File: src/rtl/multicycle_control.sv
// Multicycle main control FSM for the RV64I core: sequences the shared ALU, PC, IR and memory port.
// Optional MULTICYCLE_PERF_EN adds cycle_cnt/instret_cnt performance counters.
module multicycle_control #(
    parameter int unsigned MEM_WAIT_MAX = 0
`ifdef MULTICYCLE_PERF_EN
    , parameter int unsigned CNT_W = 64
`endif
) (
    input  logic             clk,
    input  logic             rst_n,
    input  logic [6:0]       inst_opcode,
    input  logic             mem_ready,
    input  logic             branch_taken,
    output logic [1:0]       alu_op,
    output logic [1:0]       alu_src_a,
    output logic [1:0]       alu_src_b,
    output logic             pc_src,
    output logic             pc_write,
    output logic             ir_write,
    output logic             mem_read,
    output logic             mem_write,
    output logic             mem_addr_sel,
    output logic             reg_write,
    output logic [1:0]       wb_sel,
    output logic             illegal_inst,
    output logic             mem_fault,
    output logic [2:0]       state
`ifdef MULTICYCLE_PERF_EN
    , output logic [CNT_W-1:0] cycle_cnt
    , output logic [CNT_W-1:0] instret_cnt
`endif
);

    typedef enum logic [2:0] {
        FETCH     = 3'd0,
        DECODE    = 3'd1,
        EXECUTE   = 3'd2,
        MEMORY    = 3'd3,
        WRITEBACK = 3'd4,
        TRAP      = 3'd5
    } state_t;

    localparam logic [6:0] OPC_LOAD      = 7'b0000011;
    localparam logic [6:0] OPC_MISC_MEM  = 7'b0001111;
    localparam logic [6:0] OPC_OP_IMM    = 7'b0010011;
    localparam logic [6:0] OPC_AUIPC     = 7'b0010111;
    localparam logic [6:0] OPC_OP_IMM_32 = 7'b0011011;
    localparam logic [6:0] OPC_STORE     = 7'b0100011;
    localparam logic [6:0] OPC_OP        = 7'b0110011;
    localparam logic [6:0] OPC_LUI       = 7'b0110111;
    localparam logic [6:0] OPC_OP_32     = 7'b0111011;
    localparam logic [6:0] OPC_BRANCH    = 7'b1100011;
    localparam logic [6:0] OPC_JALR      = 7'b1100111;
    localparam logic [6:0] OPC_JAL       = 7'b1101111;

    localparam logic [1:0] ALU_ADD   = 2'b00;
    localparam logic [1:0] ALU_FUNCT = 2'b10;
    localparam logic [1:0] ALU_BRCMP = 2'b11;
    localparam logic [1:0] A_PC      = 2'b00;
    localparam logic [1:0] A_OLD_PC  = 2'b01;
    localparam logic [1:0] A_RS1     = 2'b10;
    localparam logic [1:0] A_ZERO    = 2'b11;
    localparam logic [1:0] B_RS2     = 2'b00;
    localparam logic [1:0] B_IMM     = 2'b01;
    localparam logic [1:0] B_CONST4  = 2'b10;
    localparam logic [1:0] WB_ALUOUT = 2'b00;
    localparam logic [1:0] WB_MDR    = 2'b01;
    localparam logic [1:0] WB_PC     = 2'b10;

    localparam int unsigned WCNT_W = (MEM_WAIT_MAX > 1) ? $clog2(MEM_WAIT_MAX + 1) : 1;

    state_t              state_q, state_d;
    logic                illegal_q, illegal_d;
    logic                fault_q, fault_d;
    logic [WCNT_W-1:0]   wait_cnt_q, wait_cnt_d;
    logic [WCNT_W-1:0]   wait_inc;
    logic                mem_pending;
    logic                opcode_legal;

    assign wait_inc = wait_cnt_q + WCNT_W'(1);

    always_comb begin
        opcode_legal = 1'b0;
        case (inst_opcode)
            OPC_LOAD, OPC_MISC_MEM, OPC_OP_IMM, OPC_AUIPC, OPC_OP_IMM_32, OPC_STORE,
            OPC_OP, OPC_LUI, OPC_OP_32, OPC_BRANCH, OPC_JALR, OPC_JAL: opcode_legal = 1'b1;
            default: opcode_legal = 1'b0;
        endcase
    end

    always_comb begin
        state_d      = state_q;
        illegal_d    = illegal_q;
        fault_d      = fault_q;
        wait_cnt_d   = '0;
        alu_op       = ALU_ADD;
        alu_src_a    = A_PC;
        alu_src_b    = B_RS2;
        pc_src       = 1'b0;
        pc_write     = 1'b0;
        ir_write     = 1'b0;
        mem_read     = 1'b0;
        mem_write    = 1'b0;
        mem_addr_sel = 1'b0;
        reg_write    = 1'b0;
        wb_sel       = WB_ALUOUT;
        mem_pending  = 1'b0;

        case (state_q)
            FETCH: begin
                mem_read  = 1'b1;
                alu_src_b = B_CONST4;
                if (mem_ready) begin
                    ir_write = 1'b1;
                    pc_write = 1'b1;
                    state_d  = DECODE;
                end
            end
            // Branch/jump target is precomputed into ALUOUT while the opcode is decoded.
            DECODE: begin
                alu_src_a = A_OLD_PC;
                alu_src_b = B_IMM;
                if (opcode_legal) begin
                    state_d = EXECUTE;
                end else begin
                    illegal_d = 1'b1;
                    state_d   = TRAP;
                end
            end
            EXECUTE: begin
                case (inst_opcode)
                    OPC_OP, OPC_OP_32: begin
                        alu_op    = ALU_FUNCT;
                        alu_src_a = A_RS1;
                        alu_src_b = B_RS2;
                        state_d   = WRITEBACK;
                    end
                    OPC_OP_IMM, OPC_OP_IMM_32: begin
                        alu_op    = ALU_FUNCT;
                        alu_src_a = A_RS1;
                        alu_src_b = B_IMM;
                        state_d   = WRITEBACK;
                    end
                    OPC_LUI: begin
                        alu_src_a = A_ZERO;
                        alu_src_b = B_IMM;
                        state_d   = WRITEBACK;
                    end
                    OPC_AUIPC: begin
                        alu_src_a = A_OLD_PC;
                        alu_src_b = B_IMM;
                        state_d   = WRITEBACK;
                    end
                    OPC_LOAD, OPC_STORE: begin
                        alu_src_a = A_RS1;
                        alu_src_b = B_IMM;
                        state_d   = MEMORY;
                    end
                    OPC_BRANCH: begin
                        alu_op    = ALU_BRCMP;
                        alu_src_a = A_RS1;
                        alu_src_b = B_RS2;
                        pc_write  = branch_taken;
                        pc_src    = 1'b1;
                        state_d   = FETCH;
                    end
                    OPC_JAL: begin
                        pc_write  = 1'b1;
                        pc_src    = 1'b1;
                        reg_write = 1'b1;
                        wb_sel    = WB_PC;
                        state_d   = FETCH;
                    end
                    OPC_JALR: begin
                        alu_src_a = A_RS1;
                        alu_src_b = B_IMM;
                        pc_write  = 1'b1;
                        reg_write = 1'b1;
                        wb_sel    = WB_PC;
                        state_d   = FETCH;
                    end
                    default: state_d = FETCH;
                endcase
            end
            MEMORY: begin
                mem_addr_sel = 1'b1;
                if (inst_opcode == OPC_LOAD) begin
                    mem_read = 1'b1;
                    if (mem_ready) state_d = WRITEBACK;
                end else if (inst_opcode == OPC_STORE) begin
                    mem_write = 1'b1;
                    if (mem_ready) state_d = FETCH;
                end else begin
                    state_d = FETCH;
                end
            end
            WRITEBACK: begin
                reg_write = 1'b1;
                wb_sel    = (inst_opcode == OPC_LOAD) ? WB_MDR : WB_ALUOUT;
                state_d   = FETCH;
            end
            TRAP: state_d = TRAP;
            default: state_d = TRAP;
        endcase

        // A stalled access keeps the state unchanged, so the counter only survives while stalled.
        mem_pending = mem_read | mem_write;
        if (mem_pending && !mem_ready) begin
            if ((MEM_WAIT_MAX != 0) && (wait_inc == WCNT_W'(MEM_WAIT_MAX))) begin
                fault_d = 1'b1;
                state_d = TRAP;
            end else begin
                wait_cnt_d = wait_inc;
            end
        end

        if (!rst_n) begin
            alu_op       = 2'b00;
            alu_src_a    = 2'b00;
            alu_src_b    = 2'b00;
            pc_src       = 1'b0;
            pc_write     = 1'b0;
            ir_write     = 1'b0;
            mem_read     = 1'b0;
            mem_write    = 1'b0;
            mem_addr_sel = 1'b0;
            reg_write    = 1'b0;
            wb_sel       = 2'b00;
        end
    end

    always_ff @(posedge clk) begin
        if (!rst_n) begin
            state_q    <= FETCH;
            illegal_q  <= 1'b0;
            fault_q    <= 1'b0;
            wait_cnt_q <= '0;
        end else begin
            state_q    <= state_d;
            illegal_q  <= illegal_d;
            fault_q    <= fault_d;
            wait_cnt_q <= wait_cnt_d;
        end
    end

    assign illegal_inst = illegal_q;
    assign mem_fault    = fault_q;
    assign state        = state_q;

`ifdef MULTICYCLE_PERF_EN
    logic [CNT_W-1:0] cycle_cnt_q, cycle_cnt_d;
    logic [CNT_W-1:0] instret_cnt_q, instret_cnt_d;

    // An instruction retires whenever control returns to FETCH from elsewhere.
    always_comb begin
        cycle_cnt_d   = cycle_cnt_q;
        instret_cnt_d = instret_cnt_q;
        if (state_q != TRAP) cycle_cnt_d = cycle_cnt_q + CNT_W'(1);
        if (state_q != FETCH && state_d == FETCH) instret_cnt_d = instret_cnt_q + CNT_W'(1);
    end

    always_ff @(posedge clk) begin
        if (!rst_n) begin
            cycle_cnt_q   <= '0;
            instret_cnt_q <= '0;
        end else begin
            cycle_cnt_q   <= cycle_cnt_d;
            instret_cnt_q <= instret_cnt_d;
        end
    end

    assign cycle_cnt   = cycle_cnt_q;
    assign instret_cnt = instret_cnt_q;
`endif

endmodule
File: config.mk
export PLATFORM = sky130hd
export DESIGN_NAME = multicycle_control
export DESIGN_NICKNAME = d
export VERILOG_FILES = /design/src/rtl/multicycle_control.sv
export SDC_FILE = /design/constraint.sdc
export NUM_CORES = 1
export LEC_CHECK = 0
export ABC_AREA = 1
export BUFFER_PORTS_ARGS = -buffer_cell sky130_fd_sc_hd__buf_2
export CORE_MARGIN = 4
export CORE_UTILIZATION = 48
export CTS_BUF_LIST = sky130_fd_sc_hd__clkbuf_16
export DETAILED_ROUTE_END_ITERATION = 16
export PLACE_DENSITY = 0.95
export SETUP_SLACK_MARGIN = 0.02
export SLEW_MARGIN = 20
export SYNTH_ARGS = -nofsm -noshare
export SYNTH_HDL_FRONTEND = slang
export SYNTH_SLANG_ARGS = --single-unit
File: constraint.sdc
create_clock -name clk -period 4.26 [get_ports clk]
set_input_delay 1.278 -clock clk [delete_from_list [all_inputs] [get_ports clk]]
set_output_delay 1.278 -clock clk [all_outputs]
set_load 0.01 [all_outputs]
==> results.tsv <==
metric	value	unit
outcome	finished, final reports clean	
core-area	1190	um^2
final-setup-viol-count	0	
critPathMaxStageDelay	0.15	ns
grt.overflow.total	0	
drc_errors	0	
cts_buffers	3	
power_density	336	nW/um^2
slew_viol_final	0	
clk_latency	0.23	ns
cp_top_family	simple AND/OR/NAND/NOR gates	
cp_cell_sequence	buf_2, nand2_2, inv_2, nand2_1, nor2_1, a21oi_1, o21ai_0, nor3_1, nor2_1, buf_2	
chipWidth	44.6	um
dieArea	1990	um^2
yosys_warnings	0	
netlist_area	642	um^2
cts_setup_buffers	0	
syn_area_per_cell	5.53	um^2
synth_seq_cells	4	
finalSetupTns	0	ns
vias_per_cell	5.46	
cap_violations	0	
cts_resized	0	
total_power	0.292	mW
worstSetupPathType	in -> out	
path_max_fanout	4	
fin_crit	3.67	ns
fin_skew	0.000745	ns
syn_nets	127	
grt_max_degree	12	
ioPinCount	31	
antenna_found_initial	0	
rsz0062_at_grt	no	
drt-pass1-iter-count	4	
slowest_stage	a21oi_1	
placementRows	12	
worstPathRequired	2.98	ns
finalWeightedCongestion	0.874	
dp_hpwl	1540	um
fin_crit_sh	86.1	%
multi_input_area	483	um^2
clockRootBuffer	clkbuf_16	
final_cell_area	868	um^2
cts_tree	done	
start_util	54.1	%
post_dp_cell_area	793	um^2
routed-wl-met2	984	um
leakagePower	0.491	nW
hold_path.class	reg -> reg	
ctsHoldBuffers	0	
ant_nets	0	
grt_pass1_vias	786	
grt_usage	22.1	%
drive_gt1_share	40.4	%
nets	159	
num_vias	873	
max_clock_freq	273	MHz
diodes	0	
cp_data_arrival_time	2.39	ns
cp_num_buf_inv	3	
top_layer	met4	
hold_violations	0	
htreeDepth	1	
start_kind	input pin	
io_buffers	29	
synth-seq-area-share	12.5	%
grt_pass1_wl	3310	um
cts_max_path_buffers	2	
routedLengthMet1	799	um
wl	2090	um
wl_met3	240	um
synth_cell_types	21	
end_kind	primary output	
peakVddDrop	0.259	mV
area_growth	35.3	%
final-seq-area	80.1	um^2
synthCells	116	
nFillCells	96	
drtIter0Drc	45	
drt-wirelength-per-cell	13.0	um
path_clk_slew	0.03	ns
die_h	44.6	um
clock_sinks	4	
## path summary, 6_finish.rpt
kind / depth (start not counted) / slack, ns / to / start
max: 10 / 0.59 / alu_src_a[1] / inst_opcode[1]
min: 2 / 0.50 / illegal_inst / illegal_inst
max reg2reg: 6 / 2.98 / state[1] / state[1]
min reg2reg: 2 / 0.50 / illegal_inst / illegal_inst
## kinds of logic after synthesis
group | share of synthesized area, %
AOI/OAI and AO/OA | 10.1
DFF | 12.5
other | 0.584
and+or+nand+nor | 64.5
buffers and inverters | 12.3
## synth_stat cells
| cell | n | share of area [%] |
|---|---|---|
| a21oi_1 | 7 | 5.5 |
| inv_1 | 11 | 6.4 |
| nor2_2 | 4 | 3.9 |
| nor2_4 | 1 | 1.8 |
| dfxtp_1 | 4 | 12 |
| nand4_1 | 3 | 2.9 |
| o22ai_1 | 1 | 0.98 |
| nor3_4 | 2 | 5.1 |
| clkbuf_1 | 1 | 0.58 |
| nand3_1 | 11 | 8.6 |
| nand2_2 | 7 | 6.8 |
| o21ai_0 | 3 | 2.3 |
| nand3_2 | 4 | 6.2 |
| a21oi_2 | 1 | 1.4 |
| nand2_1 | 22 | 13 |
| buf_4 | 1 | 1.2 |
| conb_1 | 1 | 0.58 |
| inv_2 | 7 | 4.1 |
| nand2_4 | 1 | 1.8 |
| nor3_1 | 3 | 2.3 |
| nor2_1 | 21 | 12 |
## where the power goes
part           leakage [nW]  internal [mW]  total [mW]  switching (mW)
Clock                0.0370          0.120       0.149          0.0290
Sequential           0.0329         0.0433      0.0531         0.00983
Combinational         0.421         0.0318      0.0894          0.0577
Total                 0.491          0.195       0.292          0.0965
## stage by stage
stage,util [%],cells,hold slack [ns],setup WS [ns]
6_report,73.2,160,0.497,0.592
5_1_grt,73.2,160,0.498,0.499
4_1_cts,73.2,160,0.493,0.599
3_5_place_dp,66.9,157,0.444,0.652
3_3_place_gp,66.9,157,0.436,0.721
2_1_floorplan,-,116,0.474,0.977
## state kept, by name (all words and copies together), names as in the netlist
register	cells
state	3
illegal_inst	1
## cell type report
| cell class | count | share of cell area (%) |
|---|---|---|
| Sequential cell | 4 | 9.22 |
| Tap cell | 14 | 2.02 |
| Clock buffer | 3 | 8.65 |
| Inverter | 18 | 7.78 |
| Timing Repair Buffer | 29 | 16.7 |
| Multi-Input combinational cell | 92 | 55.6 |
## layer usage
metal / GRT usage (%) / vias to the layer above
li1: - / 429
met3: 4.07 / 11
met2: 36.1 / 68
met1: 26.9 / 365
met5: 0 / -
met4: 12.0 / 0
## placed cells by master, fill, tap and decap left out
master | synthesis | layout
nor2_4 | 1 | 1
dfxtp_1 | 4 | 4
nand4_1 | 3 | 3
nand3_1 | 11 | 11
nor2_2 | 4 | 4
nand2_1 | 22 | 22
o21ai_0 | 3 | 3
nand2_4 | 1 | 1
buf_2 | 0 | 29
nand3_2 | 4 | 4
o22ai_1 | 1 | 1
nand2_2 | 7 | 7
conb_1 | 1 | 1
a21oi_1 | 7 | 7
nor3_4 | 2 | 2
nor3_1 | 3 | 3
inv_1 | 11 | 11
a21oi_2 | 1 | 1
inv_2 | 7 | 7
clkbuf_16 | 0 | 3
nor2_1 | 21 | 21
## worst register-to-register path, delay by kind of cell, from the launching register on
family	cells	cell delay [ns]
AOI/OAI and AO/OA	1	0.12
and+or+nand+nor	4	0.51
DFF	1	0.42
buffers and inverters	1	0.15
Note: power is estimated with default switching activity, not from simulation.
